**src/rtl/stream_pkg.sv**
```systemverilog
// Shared types and constants for the stream upsizer and its output buffer.
// word_t describes an output word in the default 4-bit x 2-lane geometry.
package stream_pkg;

    localparam int FIFO_DEPTH     = 2;
    localparam int DEF_DATA_WIDTH = 4;
    localparam int DEF_DATA_RATIO = 2;

    typedef struct packed {
        logic [DEF_DATA_RATIO-1:0][DEF_DATA_WIDTH-1:0] data;
        logic [DEF_DATA_RATIO-1:0]                     keep;
        logic                                          last;
    } word_t;

    // Width of an idle counter that must be able to hold the value 'timeout'.
    function automatic int idleWidth(input int timeout);
        return (timeout < 1) ? 1 : $clog2(timeout + 1);
    endfunction

endpackage

```
**src/rtl/stream_fifo2.sv**
```systemverilog
// Two-entry output buffer; the head entry stays put until it is popped.
module stream_fifo2
    import stream_pkg::*;
#(
    parameter type T = logic
) (
    input  logic clk,
    input  logic rst_n,
    input  logic push_i,
    input  T     data_i,
    input  logic pop_i,
    output T     data_o,
    output logic valid_o,
    output logic full_o
);

    T           mem_q [FIFO_DEPTH];
    logic       wrPtr_q;
    logic       rdPtr_q;
    logic [1:0] count_q;
    logic       doPush;
    logic       doPop;

    assign valid_o = (count_q != 2'd0);
    assign full_o  = (count_q == 2'(FIFO_DEPTH));
    assign data_o  = mem_q[rdPtr_q];
    assign doPush  = push_i && !full_o;
    assign doPop   = pop_i && valid_o;

    // Storage is cleared on reset so the idle output reads as all zeros.
    always_ff @(posedge clk) begin
        if (!rst_n) begin
            mem_q[0] <= '0;
            mem_q[1] <= '0;
            wrPtr_q  <= 1'b0;
            rdPtr_q  <= 1'b0;
            count_q  <= 2'd0;
        end else begin
            if (doPush) begin
                mem_q[wrPtr_q] <= data_i;
                wrPtr_q        <= ~wrPtr_q;
            end
            if (doPop) begin
                rdPtr_q <= ~rdPtr_q;
            end
            count_q <= count_q + {1'b0, doPush} - {1'b0, doPop};
        end
    end

endmodule

```
**src/rtl/stream_upsize_dbuf.sv**
```systemverilog
// Packs narrow input beats into multi-lane output words, buffered in a
// two-entry FIFO, with an optional idle timeout that flushes partial words.
module stream_upsize_dbuf
    import stream_pkg::*;
#(
    parameter int T_DATA_WIDTH  = 4,
    parameter int T_DATA_RATIO  = 2,
    parameter int FLUSH_TIMEOUT = 0
) (
    input  logic                    clk,
    input  logic                    rst_n,
    input  logic [T_DATA_WIDTH-1:0] s_data_i,
    input  logic                    s_last_i,
    input  logic                    s_valid_i,
    output logic                    s_ready_o,
    output logic [T_DATA_WIDTH-1:0] m_data_o [T_DATA_RATIO-1:0],
    output logic [T_DATA_RATIO-1:0] m_keep_o,
    output logic                    m_last_o,
    output logic                    m_valid_o,
    input  logic                    m_ready_i
);

    localparam int CNT_W  = $clog2(T_DATA_RATIO);
    localparam int IDLE_W = idleWidth(FLUSH_TIMEOUT);

    typedef struct packed {
        logic [T_DATA_RATIO-1:0][T_DATA_WIDTH-1:0] data;
        logic [T_DATA_RATIO-1:0]                   keep;
        logic                                      last;
    } upWord_t;

    logic [T_DATA_RATIO-1:0][T_DATA_WIDTH-1:0] asmData_q, asmData_d, mergedData;
    logic [T_DATA_RATIO-1:0]                   keep_q, keep_d, mergedKeep;
    logic [CNT_W-1:0]                          cnt_q, cnt_d;
    logic [IDLE_W-1:0]                         idle_q, idle_d;
    logic    accept, lastLane, flushDue, doFlush, push, fifoFull, fifoValid;
    upWord_t pushWord, headWord;

    assign s_ready_o = !fifoFull;
    assign accept    = s_valid_i && s_ready_o;
    assign lastLane  = (cnt_q == CNT_W'(T_DATA_RATIO - 1));

    // Accepted beats take priority over a pending flush; a flush that finds the
    // FIFO full simply waits with the idle counter parked at the timeout.
    always_comb begin
        mergedData        = asmData_q;
        mergedData[cnt_q] = s_data_i;
        mergedKeep        = keep_q | (T_DATA_RATIO'(1) << cnt_q);
        flushDue  = (FLUSH_TIMEOUT > 0) && (keep_q != '0) &&
                    (idle_q >= IDLE_W'(FLUSH_TIMEOUT));
        doFlush   = flushDue && !accept && !fifoFull;
        push      = 1'b0;
        pushWord  = '0;
        cnt_d     = cnt_q;
        keep_d    = keep_q;
        asmData_d = asmData_q;
        idle_d    = idle_q;
        if (accept) begin
            idle_d = '0;
            if (lastLane || s_last_i) begin
                push          = 1'b1;
                pushWord.data = mergedData;
                pushWord.keep = mergedKeep;
                pushWord.last = s_last_i;
                cnt_d         = '0;
                keep_d        = '0;
                asmData_d     = '0;
            end else begin
                cnt_d     = cnt_q + CNT_W'(1);
                keep_d    = mergedKeep;
                asmData_d = mergedData;
            end
        end else if (doFlush) begin
            push          = 1'b1;
            pushWord.data = asmData_q;
            pushWord.keep = keep_q;
            pushWord.last = 1'b0;
            cnt_d         = '0;
            keep_d        = '0;
            asmData_d     = '0;
            idle_d        = '0;
        end else if ((FLUSH_TIMEOUT > 0) && (keep_q != '0) && !flushDue) begin
            idle_d = idle_q + IDLE_W'(1);
        end
    end

    always_ff @(posedge clk) begin
        if (!rst_n) begin
            asmData_q <= '0;
            keep_q    <= '0;
            cnt_q     <= '0;
            idle_q    <= '0;
        end else begin
            asmData_q <= asmData_d;
            keep_q    <= keep_d;
            cnt_q     <= cnt_d;
            idle_q    <= idle_d;
        end
    end

    stream_fifo2 #(.T(upWord_t)) outFifo (
        .clk     (clk),
        .rst_n   (rst_n),
        .push_i  (push),
        .data_i  (pushWord),
        .pop_i   (m_ready_i),
        .data_o  (headWord),
        .valid_o (fifoValid),
        .full_o  (fifoFull)
    );

    always_comb begin
        for (int i = 0; i < T_DATA_RATIO; i++) begin
            m_data_o[i] = headWord.data[i];
        end
    end

    assign m_keep_o  = headWord.keep;
    assign m_last_o  = headWord.last;
    assign m_valid_o = fifoValid;

endmodule

```
**config.mk**
```make
export PLATFORM = sky130hd
export DESIGN_NAME = stream_upsize_dbuf
export DESIGN_NICKNAME = d
export VERILOG_FILES = /design/src/rtl/stream_pkg.sv /design/src/rtl/stream_fifo2.sv /design/src/rtl/stream_upsize_dbuf.sv
export SDC_FILE = /design/constraint.sdc
export NUM_CORES = 1
export LEC_CHECK = 0
export ABC_AREA = 1
export ABC_CLOCK_PERIOD_IN_PS = 1800
export CAP_MARGIN = 20
export CORE_MARGIN = 10
export CORE_UTILIZATION = 40
export CTS_BUF_LIST = sky130_fd_sc_hd__clkbuf_16
export CTS_CLUSTER_SIZE = 14
export DETAILED_ROUTE_END_ITERATION = 8
export GPL_TIMING_DRIVEN = 0
export PLACE_DENSITY_LB_ADDON = 0.25
export SLEW_MARGIN = 20
export SYNTH_ARGS = -nofsm -noshare
export SYNTH_HDL_FRONTEND = slang
export SYNTH_SLANG_ARGS = --single-unit
```
**constraint.sdc**
```tcl
create_clock -name clk -period 1.8 [get_ports clk]
set_input_delay 0.36 -clock clk [delete_from_list [all_inputs] [get_ports clk]]
set_output_delay 0.36 -clock clk [all_outputs]
set_load 0.01 [all_outputs]
```
## Yosys cells after proc, flatten, opt, wreduce, memory -nomap -nowiden

Memories as Yosys holds them, arrays and structs flattened. A register that Yosys moved wholly into a read port is not among the register bits.
Index checks and enable logic that the tools add are counted.

- Shifts and indexed selects: 1
- Equal/unequal tests: 1
- Reductions and logical operators: 8
- Order comparisons: 2
- Mux-type cells: 19
- Add/subtract/negate cells: 3
- Bitwise operators: 3

Operators with widths:

| cell | count |
|---|---|
| 2-to-1 mux 11 bit | 3 |
| 2-to-1 mux 1 bit | 11 |
| OR reduction 11 bit | 1 |
| bitwise mux 8 bit | 1 |
| 2-to-1 mux 8 bit | 1 |
| demux 4 bit (select 1 bit) | 1 |
| logical AND 1 bit | 4 |
| 2-to-1 mux 4 bit | 1 |
| adder 2 x 1 -> 2 bit | 1 |
| equality test 2 bit, second input constant | 1 |
| < comparator 1 x 2 -> 1 bit, second input constant | 1 |
| 2-to-1 mux 2 bit | 1 |
| inverter 1 bit | 2 |
| OR 2 bit | 1 |
| nonzero test 2 bit | 1 |
| left shift 1 x 1 -> 2 bit, first input constant | 1 |
| subtractor 2 x 1 -> 2 bit | 1 |
| adder 1 bit, second input constant | 1 |
| greater-or-equal comparator 1 bit, second input constant | 1 |
| zero test 1 bit | 1 |
| logical OR 1 bit | 1 |

- Memory bits (writable): 22
- Word-level logic and storage cells: 45
- Memories: 1
- Flip-flop bits (word level): 15
- Output and inout port bits: 13
- Input bits: 9

Memory list:

| name | depth | width | rd ports | clocked after memory_dff | write ports | RTL line | text |
|---|---|---|---|---|---|---|---|
| outFifo.mem_q | 2 | 11 | 1 | 1 | 2 | stream_fifo2.sv:17 | `T mem_q [FIFO_DEPTH];` |

## Depth between registers and ports, before layout

- Word-level depth: 10
- Gate-level depth with buffers: 10
- Depth with buffers taken out: 10

## By module

A second synthesis with hierarchy kept.

- Cells, all modules: 199
- Area, all modules: 1913.1 um^2

Modules (own cells, without submodules):

| module | area an instance (um^2) | seq. area each (um^2) | instances | cells each |
|---|---|---|---|---|
| stream_fifo2 | 1291.2 | 760.7 | 1 | 110 |
| stream_upsize_dbuf | 621.8 | 220.2 | 1 | 89 |

## Least setup slack after synthesis

No wires, ideal clock.

- Path kind: reg2reg
- Start: reg outFifo.count_q[1]
- End: reg outFifo.count_q[1]
- Data arrival time: 1575 ps
- Data required time: 1687 ps
- Period minus slack after synthesis: 1687 ps
- Path buffers: 0
- Library setup time: 113 ps
- Slack: 113 ps
- Stages on the path, launching flop included: 11
- Cell sequence: dfxtp_1 or2_2 nand2_1 inv_1 ha_1 inv_1 ha_1 xor2_1 nand2_1 nand2_1 nor2_1

- Elaborated cells on any way between the ends: 9
- Those cells by class: add/sub (2); eq/ne (1); mux (1); reduce/logical (5)

RTL lines:

| element | RTL line | text |
|---|---|---|
| start: declaration | stream_fifo2.sv:20 | `logic [1:0] count_q;` |
| start signal: assignment | stream_fifo2.sv:46 | `count_q <= count_q + {1'b0, doPush} - {1'b0, doPop};` |
| nonzero test 2 bit | stream_fifo2.sv:24 | `assign valid_o = (count_q != 2'd0);` |
| via m_valid_o | stream_upsize_dbuf.sv:19 | `output logic m_valid_o,` |
| logical AND 1 bit | stream_fifo2.sv:28 | `assign doPop = pop_i && valid_o;` |
| via outFifo.doPop | stream_fifo2.sv:22 | `logic doPop;` |
| subtractor 2 x 1 -> 2 bit | stream_fifo2.sv:46 |  |

The timed path passes the listed nets, and every way through them passes these cells.
A chain may end at the register's enable or synchronous reset.

==> out/metrics.yaml <==
route:
  firstDrtPassIters: 4
  drc: 0
  vias_per_cell: 4.70
  vias: 1198
  drt_iter0_markers: 82
  wl_mm: 3.46
  wire_per_inst_um: 13.6
  ant_nets: 0
yosys:
  async_flop_share_pct: 0
  synth_top_cell_area_share_pct: 39.1
  ys_seq_area_share_pct: 58.1
  synth_cell_types: 21
  synth_common_cells: "41 x nand2_1, 28 x nor2_1, 22 x edfxtp_1"
  synth-main-ff-cell: "edfxtp_1"
  yosysTopAreaCell: "edfxtp_1"
  synth-edff-count: 22
  synthTopCellsByArea: "edfxtp_1 39%, dfxtp_1 19%, nand2_1 9.1%"
  synth.avg_cell_area_um2: 9.59
  syn_inst: 176
  synth_area_um2: 1690
  synth_nets: 187
  yosysWarningCount: 0
  yosysMostFrequentCell: "nand2_1"
  ys_ff_latch: 38
pwr:
  ir_drop_uv: 660
  power.switching_uw: 803
  power_frac_seq_pct: 40.9
  comb_power_share_pct: 28.4
  p_int_uw: 1890
  power_density_nw_per_um2: 1270
  p_leak_uw: 0.000898
  swShare_pct: 29.8
  pwr-share-clk_pct: 30.7
timing:
  max_clock_freq_ghz: 0.576
  tightestPinTransition_ns: 0.451
  skew_ns: 0.00560
  fin_ws_ns: 0.0624
  report.final.slew_viol_count: 0
  finalCritPeriodShare_pct: 96.5
  max_slew_margin_pct: 70.0
  period_needed_ns: 1.74
  hold_viol: 0
  setup_viol: 0
  rsz0062_at_grt: "false"
placement:
  dpl.cell_count: 246
  pre_cts_slack_ns: -0.358
  gp_congestion: 0.798
  port_buffers: 20
  hpwlAfterDp_mm: 2.43
clock_network:
  cts_made_buffers: 5
  hold_buffers: 0
  cts_tree: "built"
  clk_path_buf_depth: 2
  postCtsSetupBuffers: 0
  h-tree-depth: 2
  clk_pin_slew_ns: 0.05
  clock-root-buffer: "clkbuf_16"
  insertion_delay_ns: 0.28
  clock_sinks: 38
critical_path:
  end_kind: "output pin"
  crit_slowest_cell: "dfxtp_4"
  critical_path_arrival_ns: 1.38
  path_cells: "buf_6 -> mux2_2 -> dlygate4sd2_1"
  max_stage_delay_ns: 0.36
  start_kind: "flip-flop"
  crit_type: "flip-flop to output pin"
  required_ns: 1.44
  critPathMaxFanout: 5
global_routing:
  antenna_found_initial: 0
  grt_max_degree: 13
  overflow: 0
  first_global_vias: 1215
  track_usage_pct: 9.75
  grt_pass1_wl_mm: 5.73
worst_hold_path:
  min_path_type: "primary input to flip-flop"
floorplan:
  start_util_pct: 41.9
  die_y_um: 85.0
  fp.dieW_um: 85.0
  core_um2: 4030
  fp-row-count: 23
  dieArea_um2: 7220
  num_io_pins: 22
flow_run:
  maxCapViolations: 0
cells_and_area:
  fillCellCount: 387
  drive_gt1_share_pct: 19.5
  n_antenna_cell: 0
  fin_cells: 255
  synthToLayoutAreaGrowth_pct: 25.6
  final_net_count: 215
run_status:
  outcome: "completed"
==> power by group through the flow <==
stage	registers [uW]	logic (uW)	clock network, uW
2_1_floorplan	1090	482	0
3_3_place_gp	1090	747	0
3_5_place_dp	1100	766	0
4_1_cts	1080	725	848
5_1_grt	1110	856	892
6_report	1100	764	827
==> cell type report <==
cell class	count	area [um2]	area share (%)
Clock inverter	3	13.8	0.649
Sequential cell	38	988	46.6
Inverter	19	71.3	3.36
Multi-Input combinational cell	113	608	28.7
Timing Repair Buffer	21	196	9.27
Buffer	6	53.8	2.54
Clock buffer	5	125	5.90
Tap cell	50	62.6	2.95
==> registers in the layout, indices dropped and copies added (netlist names), named ones only <==
| register | flops |
|---|---|
| outFifo.count_q | 2 |
| outFifo.mem_q | 22 |
| asmData_q | 8 |
| keep_q | 2 |
| cnt_q | 1 |
| outFifo.wrPtr_q | 1 |
| outFifo.rdPtr_q | 1 |
==> logic make-up (layout without fill, tap and decap cells) <==
kind of cell | after synthesis | count (layout) | synth area share [%]
multiplexers | 11 | 11 | 7.34
adder cells (fa/ha/maj) | 2 | 2 | 1.48
buffers and inverters | 25 | 54 | 7.04
flip-flops | 38 | 38 | 58.1
XOR/XNOR | 1 | 1 | 0.519
AND/OR/NAND/NOR | 83 | 83 | 20.5
AO/OA/AOI/OAI | 16 | 16 | 4.97
==> metrics by stage <==
| step | setup TNS (ns) | instance area (um2) | util [%] | power [uW] | hold slack [ns] |
|---|---|---|---|---|---|
| 6_report | 0 | 2120 | 52.6 | 2690 | 0.409 |
| 5_1_grt | 0 | 2120 | 52.6 | 2860 | 0.437 |
| 4_1_cts | 0 | 2090 | 51.8 | 2660 | 0.405 |
| 3_5_place_dp | -7.78 | 1950 | 48.4 | 1870 | 0.426 |
| 3_3_place_gp | -6.97 | 1950 | 48.4 | 1840 | 0.419 |
| 2_1_floorplan | 0 | 1690 | - | 1570 | 0.408 |
==> path summary, 6_finish.rpt <==
path	from	endpoint	slack, ns	depth (start not counted)
worst max register to register	outFifo.count_q[1]$_SDFF_PN0_	outFifo.count_q[1]$_SDFF_PN0_	0.12	10
worst max-delay path	flip-flop	m_data_o[3]	0.06	3
worst min register to register	keep_q[1]$_SDFFE_PN0P_	keep_q[1]$_SDFFE_PN0P_	0.43	2
worst min-delay path	rst_n	outFifo.count_q[1]$_SDFF_PN0_	0.41	3
==> repair_timing <==
item                       CTS  global route
cloned                       0             1
gates resized for setup     16            11
setup endpoints to repair   33            11
pin swaps                    0             2
==> metal layers <==
layer / global-route usage [%] / vias up / part of all wire [%]
li1: - / 622 / -
met4: 3.59 / 0 / 1.3
met2: 15.3 / 21 / 48
met5: 0 / - / 0
met1: 11.4 / 548 / 46
met3: 4.40 / 7 / 5.3
==> cell usage in the layout (no fill, tap or decap), types with 2 or more instances in the layout <==
cell,count
mux2_2,11
buf_6,4
clkdlybuf4s50_1,8
clkinv_2,2
o21ai_0,3
nand2_1,38
nor2_1,28
nand3_1,8
nand2_2,6
clkbuf_16,5
dfxtp_1,14
nor2_4,2
inv_1,18
dfxtp_4,2
dlygate4sd2_1,12
buf_4,2
edfxtp_1,22
a21oi_1,12
==> critical path, delay by kind of cell, from the launching register on <==
family | cells | cell delay (ns)
DFF | 1 | 0.36
buffers and inverters | 2 | 0.41
muxes | 1 | 0.32
Note: power is estimated with default switching activity, not from simulation.
